<file path="config.mk">
export PLATFORM = sky130hd
export DESIGN_NAME = mtimer_flat
export DESIGN_NICKNAME = d
export VERILOG_FILES = /design/src/rtl/mtimer_if.sv /design/src/rtl/mtimer.sv /design/src/flat_wrapper.sv
export SDC_FILE = /design/constraint.sdc
export NUM_CORES = 1
export LEC_CHECK = 0
export ABC_AREA = 1
export ABC_CLOCK_PERIOD_IN_PS = 2540
export CORE_AREA = 2 2 214 153
export CTS_CLUSTER_SIZE = 12
export DETAILED_ROUTE_END_ITERATION = 8
export DIE_AREA = 0 0 216 155
export GPL_ROUTABILITY_DRIVEN = 0
export GPL_TIMING_DRIVEN = 0
export SYNTH_ARGS = -nofsm -noshare
export SYNTH_HDL_FRONTEND = slang
export SYNTH_SLANG_ARGS = --single-unit
export TNS_END_PERCENT = 30
</file>
<file path="constraint.sdc">
create_clock -name clock -period 2.54 [get_ports clock]
set_clock_uncertainty 0.1 [all_clocks]
set_input_delay 0.762 -clock clock [delete_from_list [all_inputs] [get_ports clock]]
set_output_delay 0.762 -clock clock [all_outputs]
set_load 0.01 [all_outputs]
</file>
<file path="src/rtl/mtimer_if.sv">
// Request/response bus between system_bus and the machine timer.
// Same single-cycle handshake as the RAM device port.
interface mtimer_if;
  logic [31:0] rw_address;
  logic [31:0] read_data;
  logic        read_request;
  logic        read_response;
  logic [31:0] write_data;
  logic [3:0]  write_strobe;
  logic        write_request;
  logic        write_response;

  modport master (
    output rw_address, read_request, write_data, write_strobe, write_request,
    input  read_data, read_response, write_response
  );

  modport slave (
    input  rw_address, read_request, write_data, write_strobe, write_request,
    output read_data, read_response, write_response
  );
endinterface

</file>
<file path="src/rtl/mtimer.sv">
// RISC-V machine timer: 64-bit prescaled mtime, 64-bit mtimecmp and a
// registered level interrupt, behind a one-cycle request/response bus.
module mtimer #(
  parameter int unsigned CLOCK_DIV = 1
) (
  input  logic     clock,
  input  logic     reset,
  mtimer_if.slave  bus,
  output logic     irq
);

  typedef enum logic [4:0] {
    OFF_CTRL   = 5'h00,
    OFF_MTIMEL = 5'h04,
    OFF_MTIMEH = 5'h08,
    OFF_CMPL   = 5'h0C,
    OFF_CMPH   = 5'h10
  } offset_e;

  localparam logic [15:0] PRESCALE_LAST = 16'(CLOCK_DIV - 1);

  logic        enable;
  logic [15:0] prescaler;
  logic [63:0] mtime;
  logic [63:0] mtimecmp;
  logic [31:0] snapshot;

  logic [4:0]  offset;
  logic        wr_ctrl, wr_mtimel, wr_mtimeh, wr_cmpl, wr_cmph;
  logic        rd_mtimel;
  logic        tick;
  logic [63:0] mtime_inc;
  logic [63:0] mtime_next;
  logic [63:0] mtimecmp_next;
  logic [15:0] prescaler_next;
  logic        enable_next;
  logic [31:0] read_value;

  // Upper address bits are decoded by system_bus before the request lands here.
  logic unused_address;
  assign unused_address = &{1'b0, bus.rw_address[31:5]};

  function automatic logic [31:0] merge_bytes(input logic [31:0] old_value,
                                              input logic [31:0] new_value,
                                              input logic [3:0]  strobe);
    logic [31:0] result;
    result = old_value;
    for (int b = 0; b < 4; b++) begin
      if (strobe[b]) result[8*b +: 8] = new_value[8*b +: 8];
    end
    return result;
  endfunction

  assign offset    = bus.rw_address[4:0];
  assign wr_ctrl   = bus.write_request && (offset == OFF_CTRL);
  assign wr_mtimel = bus.write_request && (offset == OFF_MTIMEL);
  assign wr_mtimeh = bus.write_request && (offset == OFF_MTIMEH);
  assign wr_cmpl   = bus.write_request && (offset == OFF_CMPL);
  assign wr_cmph   = bus.write_request && (offset == OFF_CMPH);
  assign rd_mtimel = bus.read_request  && (offset == OFF_MTIMEL);

  assign tick      = enable && (prescaler == PRESCALE_LAST);
  assign mtime_inc = mtime + 64'(tick);

  // Written bytes win over a simultaneous tick; unwritten bytes keep the increment.
  always_comb begin
    // NOTE: every comb output gets a default first so no path can infer a latch.
    mtime_next = mtime_inc;
    if (wr_mtimel)
      mtime_next[31:0] = merge_bytes(mtime_inc[31:0], bus.write_data, bus.write_strobe);
    if (wr_mtimeh)
      mtime_next[63:32] = merge_bytes(mtime_inc[63:32], bus.write_data, bus.write_strobe);
  end

  always_comb begin
    mtimecmp_next = mtimecmp;
    if (wr_cmpl)
      mtimecmp_next[31:0] = merge_bytes(mtimecmp[31:0], bus.write_data, bus.write_strobe);
    if (wr_cmph)
      mtimecmp_next[63:32] = merge_bytes(mtimecmp[63:32], bus.write_data, bus.write_strobe);
  end

  always_comb begin
    enable_next = enable;
    if (wr_ctrl && bus.write_strobe[0]) enable_next = bus.write_data[0];
  end

  // A CTRL access restarts the tick period even when no byte is enabled.
  always_comb begin
    prescaler_next = prescaler;
    if (wr_ctrl)
      prescaler_next = '0;
    else if (enable)
      prescaler_next = tick ? 16'd0 : prescaler + 16'd1;
  end

  always_comb begin
    read_value = '0;
    case (offset)
      OFF_CTRL:   read_value = {31'd0, enable};
      OFF_MTIMEL: read_value = mtime[31:0];
      OFF_MTIMEH: read_value = snapshot;
      OFF_CMPL:   read_value = mtimecmp[31:0];
      OFF_CMPH:   read_value = mtimecmp[63:32];
      default:    read_value = '0;
    endcase
  end

  always_ff @(posedge clock) begin
    if (!reset) begin
      // NOTE: state registers use non-blocking assignment so every flop samples pre-edge values.
      enable             <= 1'b0;
      prescaler          <= '0;
      mtime              <= '0;
      mtimecmp           <= '1;
      snapshot           <= '0;
      bus.read_data      <= '0;
      bus.read_response  <= 1'b0;
      bus.write_response <= 1'b0;
      irq                <= 1'b0;
    end else begin
      enable             <= enable_next;
      prescaler          <= prescaler_next;
      mtime              <= mtime_next;
      mtimecmp           <= mtimecmp_next;
      bus.read_response  <= bus.read_request;
      bus.write_response <= bus.write_request;
      if (bus.read_request) bus.read_data <= read_value;
      if (rd_mtimel)        snapshot      <= mtime[63:32];
      irq                <= (mtime >= mtimecmp);
    end
  end

endmodule

</file>
<file path="src/flat_wrapper.sv">
// flat-port wrapper written by rule: the top's interface ports become plain ports
module mtimer_flat 
#(
  parameter int unsigned CLOCK_DIV = 1
)
  (clock, reset, irq, bus_rw_address, bus_read_request, bus_write_data, bus_write_strobe, bus_write_request, bus_read_data, bus_read_response, bus_write_response);
  mtimer_if bus_i ();
  input  logic clock;
  input  logic reset;
  output logic irq;
  input wire logic [$bits(bus_i.rw_address)-1:0] bus_rw_address;
  input wire logic [$bits(bus_i.read_request)-1:0] bus_read_request;
  input wire logic [$bits(bus_i.write_data)-1:0] bus_write_data;
  input wire logic [$bits(bus_i.write_strobe)-1:0] bus_write_strobe;
  input wire logic [$bits(bus_i.write_request)-1:0] bus_write_request;
  output wire logic [$bits(bus_i.read_data)-1:0] bus_read_data;
  output wire logic [$bits(bus_i.read_response)-1:0] bus_read_response;
  output wire logic [$bits(bus_i.write_response)-1:0] bus_write_response;
  assign bus_i.rw_address = bus_rw_address;
  assign bus_i.read_request = bus_read_request;
  assign bus_i.write_data = bus_write_data;
  assign bus_i.write_strobe = bus_write_strobe;
  assign bus_i.write_request = bus_write_request;
  assign bus_read_data = bus_i.read_data;
  assign bus_read_response = bus_i.read_response;
  assign bus_write_response = bus_i.write_response;
  mtimer #(.CLOCK_DIV(CLOCK_DIV)) u_core (.clock(clock), .reset(reset), .bus(bus_i), .irq(irq));
endmodule
</file>
Word level (Yosys, flattened, before mapping)
Cells that the tools add are included.
Storage, ports and cells
  flip-flop bits (word level): 212
  bits in latches: 0
  bits in writable memories: 0
  memory bits (read-only): 0
  bits of input ports: 72
  output and inout port bits: 35
  word-level logic and storage cells: 55
  memories kept: 0
Operators by class
  add/sub/neg operators: 2
  $mul: 0
  div/mod/pow operators: 0
  $lt $le $gt $ge: 1
  equal/unequal tests: 4
  shifts and indexed selects: 0
  muxes and demuxes: 12
  bitwise gates (word level): 1
  reduce and logical (&&, ||, !) cells: 19
Operators by type and width (number)
  case mux 32 bit (5 select lines): 1
  adder 64 x 1 -> 64 bit: 1
  greater-or-equal comparator 64 bit: 1
  two-way mux 32 bit: 2
  two-way mux 8 bit: 8
  adder 16 x 1 -> 16 bit, second input constant: 1
  logical NOT 16 bit: 1
  two-way mux 16 bit: 1
  AND reduction 2 bit: 8
  equality test 5 x 4 -> 1 bit, second input constant: 2
  logical AND 1 bit: 8
  equality test 5 x 3 -> 1 bit, second input constant: 1
  equality test 5 bit, second input constant: 1
  logical NOT 5 bit: 1
  OR reduction 2 bit: 1
  inverter 1 bit: 1

Depth between registers and ports, before layout
  depth after elaboration: 5
  gate-level depth with buffers: 19
  gate-level depth less buffers: 19

Least setup slack after synthesis
No wires, ideal clock.
  kind: reg-to-reg
  start point: register u_core.prescaler[0]
  end point: register u_core.mtime[40]
  setup time: 0.109 ns
  data arrival time: 2.273 ns
  data required time: 2.331 ns
  setup slack: 0.058 ns
  cell stages (with the launch flop): 20
  path buffers: 0
  period minus slack after synthesis: 2.482 ns
  cells stage by stage: dfxtp_1 -> inv_1 -> ha_1 -> nand4_1 -> nor2_1 -> nand2_1 -> inv_1 -> ha_1 -> ha_1 -> nand3_2 -> inv_2 -> nand2_2 -> inv_2 -> nand2_2 -> nor2_2 -> nand2_1 -> o21ai_1 -> nand3_1 -> nand2_1 -> inv_1
On the way
  word-level cells in the longest chain between the ends: 5
RTL lines
  start: declaration: RTL line mtimer.sv:23  | logic [15:0] prescaler;
  start signal: assignment: RTL line mtimer.sv:123  | prescaler <= prescaler_next;
  logical NOT 16 bit (*): RTL line mtimer.sv:62  | assign tick = enable && (prescaler == PRESCALE_LAST);
  logical AND 1 bit (*): RTL line mtimer.sv:62
  adder 64 x 1 -> 64 bit (*): RTL line mtimer.sv:63  | assign mtime_inc = mtime + 64'(tick);
  two-way mux 8 bit: RTL line mtimer.sv:49  | if (strobe[b]) result[8*b +: 8] = new_value[8*b +: 8];
  two-way mux 32 bit (*): RTL line mtimer.sv:71  | if (wr_mtimeh)
  end signal: assignment: RTL line mtimer.sv:124  | mtime <= mtime_next;
  end: declaration: RTL line mtimer.sv:24  | logic [63:0] mtime;
Every way passes the cells marked *; elsewhere a longest branch is shown, timed or not.
A chain may end at the register's enable or synchronous reset.

Worst setup path in the final report
  start point: register u_core.prescaler[1]
  end point: register u_core.mtime[37]
Same word-level chain as after synthesis.

==> run_results.csv <==
group,metric,value,unit
sta,timing.final.ws_setup,-0.0234,ns
sta,maxSlewHeadroom,0.430,
synth,synth_area_leaders,"dfxtp_1 34%, nand2_1 13%, inv_1 9.2%",
worst_setup_path,path_delay_family,"simple AND/OR/NAND/NOR gates",
drt,dr_total_vias,13400,
run_status,violations,"setup timing",
synth,synth_top_cell_by_area,"dfxtp_1",
synth,syn_avg_cell_area,6.70,um2
worst_setup_path,worstPathRequired,2.94,ns
worst_setup_path,cp_max_fo,5,
pwr,power_density,493,mW/mm2
synth,synth_nets,1994,
synth,synth-warning-count,0,
global_routing,grt_pass1_wl,72900,um
worst_setup_path,cp_slowest_cell,"dfxtp_2",
drt,routed_via_density,5.50,
drt,drt_iter0_markers,1745,
worst_setup_path,critical_path_arrival,2.96,ns
worst_setup_path,cp-endpoint,"u_core.mtime[37]",
pwr,power_leakage,6.89,nW
synth,yosys_register_bits,212,
worst_setup_path,reg2reg_depth,17,
die,die_y,155,um
global_routing,grt_util_all_layers,0.287,
clock_network,clk_pin_slew,0.06,ns
synth,ys.flop_type,"dfxtp_1",
finish,num_antenna_cells,0,
worst_setup_path,cpPeakStageDelay,0.32,ns
sta,post-route-period-util,1.01,
drt,postRouteAntennaNets,0,
worst_setup_path,worstSetupStartpointType,"flop",
die,dieArea,0.0335,mm2
clock_network,numCtsBuffers,25,
synth,synth_cell_types,43,
worst_setup_path,cp.depth,17,
finish,fin_cells,2442,
synth,async_flop_share,0,
synth,ys_top_cells_by_count,"414 x nand2_1, 304 x inv_1, 212 x dfxtp_1",
drt,drt_first_pass_iters,7,
drt,wire_per_inst,20.3,um
worst_setup_path,cp_num_buf_inv,4,
run_status,status,"complete, but fails checks",
clock_network,tritoncts,"done",
finish,design_area,0.0154,mm2
synth,synth_edf_count,0,
sta,slew_violations,0,
worst_setup_path,r2r-end,"u_core.mtime[37]",
placement,place_inst,2358,
min_path,min_path_type,"reg2reg",
sta,max_freq,390,MHz
worst_setup_path,crit_start,"u_core.prescaler[1]",
clock_network,root_buffer,"clkbuf_16",
drt,wirelength,49500,um
die,io_pins,107,
flow_run,drv_cap,0,
worst_setup_path,r2r_slack,-0.02,ns
clock_network,ctsLongestPathBuffers,3,
clock_network,hold_buffers,0,
synth,yosysMostFrequentCell,"nand2_1",
sta,timing.final.hold_violations,0,
worst_setup_path,path_class,"reg2reg",
placement,dp.final_hpwl,38300,um
clock_network,cts_sinks,212,
die,core,0.0317,mm2
sta,rsz0062_at_grt,"true",
synth,synth_area,0.0124,mm2
die,die_w,216,um
placement,port_buffers,77,
clock_network,insertion_delay,0.56,ns
die,initial_core_util,0.393,
sta,setup_viol,2,
synth,synth_top_area_frac,0.341,
pwr,peakVddDrop,0.355,mV
finish,nets,2138,
finish,layout-drive-gt1-share,0.118,
worst_setup_path,end_kind,"flop",
drt,drc,0,
global_routing,overflow,0,
die,rows,55,
finish,area_growth,23.9,%
sta,fin_crit,2.56,ns
placement,placed_area,0.0137,mm2
finish,final_util,0.486,
global_routing,grt_max_degree,13,
pwr,p_total,7.58,mW
synth,seq_area_frac_synth,0.341,
worst_setup_path,timing.rr.start,"u_core.prescaler[1]",
clock_network,htree_levels,1,
worst_setup_path,cp_cell_sequence,"inv_2, ha_4, nand4_1, nor2_2, nand2_1, inv_2, ha_4, nand3_4, nor2_8, nand2_4, nor2_4, buf_4, nand3_4, or2_0, nand3_1, nand2_1, inv_1",
synth,synthCells,1854,
finish,fillCellCount,3195,
sta,tightest_slew,0.854,ns
global_routing,grt_antenna_before_repair,0,
global_routing,first_global_vias,12000,
-- report_power, final --
group          leakage [nW]  internal (mW)  total [mW]  switching [mW]
clock network         0.419           2.23        3.75            1.51
registers              1.71           3.36        3.38          0.0266
logic                  4.76          0.147       0.453           0.306
total                  6.89           5.74        7.58            1.85
-- placed cells by master, fill, tap and decap left out, drive strengths merged, types with 4 or more instances in the layout --
master,n
or2,17
ha,68
nor3,37
o211ai,75
nand3b,4
clkdlybuf4s50,77
inv,321
o22ai,29
xor2,15
nand3,115
clkbuf,83
clkinv,5
o21bai,8
buf,57
a21oi,115
a31oi,6
nor2,143
dfxtp,212
nand4,43
o21ai,149
nand2,420
-- area by class of cell --
cell class	instances	area, um2	area share
Clock inverter	7	88.8	0.00577
Inverter	321	1230	0.0797
Tap cell	427	534	0.0347
Sequential cell	212	4250	0.276
Clock buffer	37	751	0.0488
Buffer	63	289	0.0188
Multi-Input combinational cell	1258	7150	0.465
Timing Repair Buffer	117	1110	0.0719
-- cell families after synthesis --
group	after synthesis	synth area share
and+or+nand+nor	783	0.280
DFF	212	0.341
AOI/OAI and AO/OA	391	0.180
buffers and inverters	384	0.118
adders and majority gates	68	0.0685
xor gates and xnor gates	16	0.0113
-- state kept, by name, indices dropped and copies added, names as in the netlist --
register                   cells
u_core.bus.read_response       1
u_core.mtimecmp               64
u_core.enable                  1
u_core.bus.read_data          32
u_core.irq                     1
u_core.prescaler              16
u_core.mtime                  64
u_core.snapshot               32
u_core.bus.write_response      1
-- what timing repair did --
action	CTS	global route
gates resized for setup	56	82
pin swaps	9	21
endpoints found under the setup margin	136	161
buffers inserted	16	24
-- metal layers --
| layer | track usage | share of wire |
|---|---|---|
| met4 | 0.0845 | 0.033 |
| met3 | 0.120 | 0.14 |
| met1 | 0.419 | 0.45 |
| met2 | 0.377 | 0.37 |
| met5 | 0.0116 | 0.0021 |
-- worst min-delay path: stages, from the launching register on --
cell and delay [ns]:
dfxtp_1 0.30, inv_1 0.06, a21oi_1 0.05
-- how the worst min path moves through the flow --
stage / start / to / slack (ns) / depth (start not counted)
6_report: u_core.snapshot[27] / u_core.snapshot[27] / 0.35 / 2
5_1_grt: u_core.snapshot[14] / u_core.snapshot[14] / 0.38 / 2
4_1_cts: u_core.snapshot[19] / u_core.snapshot[19] / 0.35 / 2
3_5_place_dp: u_core.snapshot[19] / u_core.snapshot[19] / 0.35 / 2
3_3_place_gp: u_core.snapshot[7] / u_core.snapshot[7] / 0.34 / 2
2_1_floorplan: u_core.snapshot[9] / u_core.snapshot[9] / 0.32 / 2
-- per-stage QoR --
stage	worst slack, ns	TNS (ns)	hold slack, ns
final	-0.0234	-0.0289	0.354
after global routing	-0.142	-1.71	0.377
after floorplan	0.0583	0	0.325
after CTS	-0.0134	-0.0434	0.354
after global placement	-0.928	-122.66	0.339
after detailed placement	-0.975	-130.25	0.345
(Power assumes the default switching activity.)
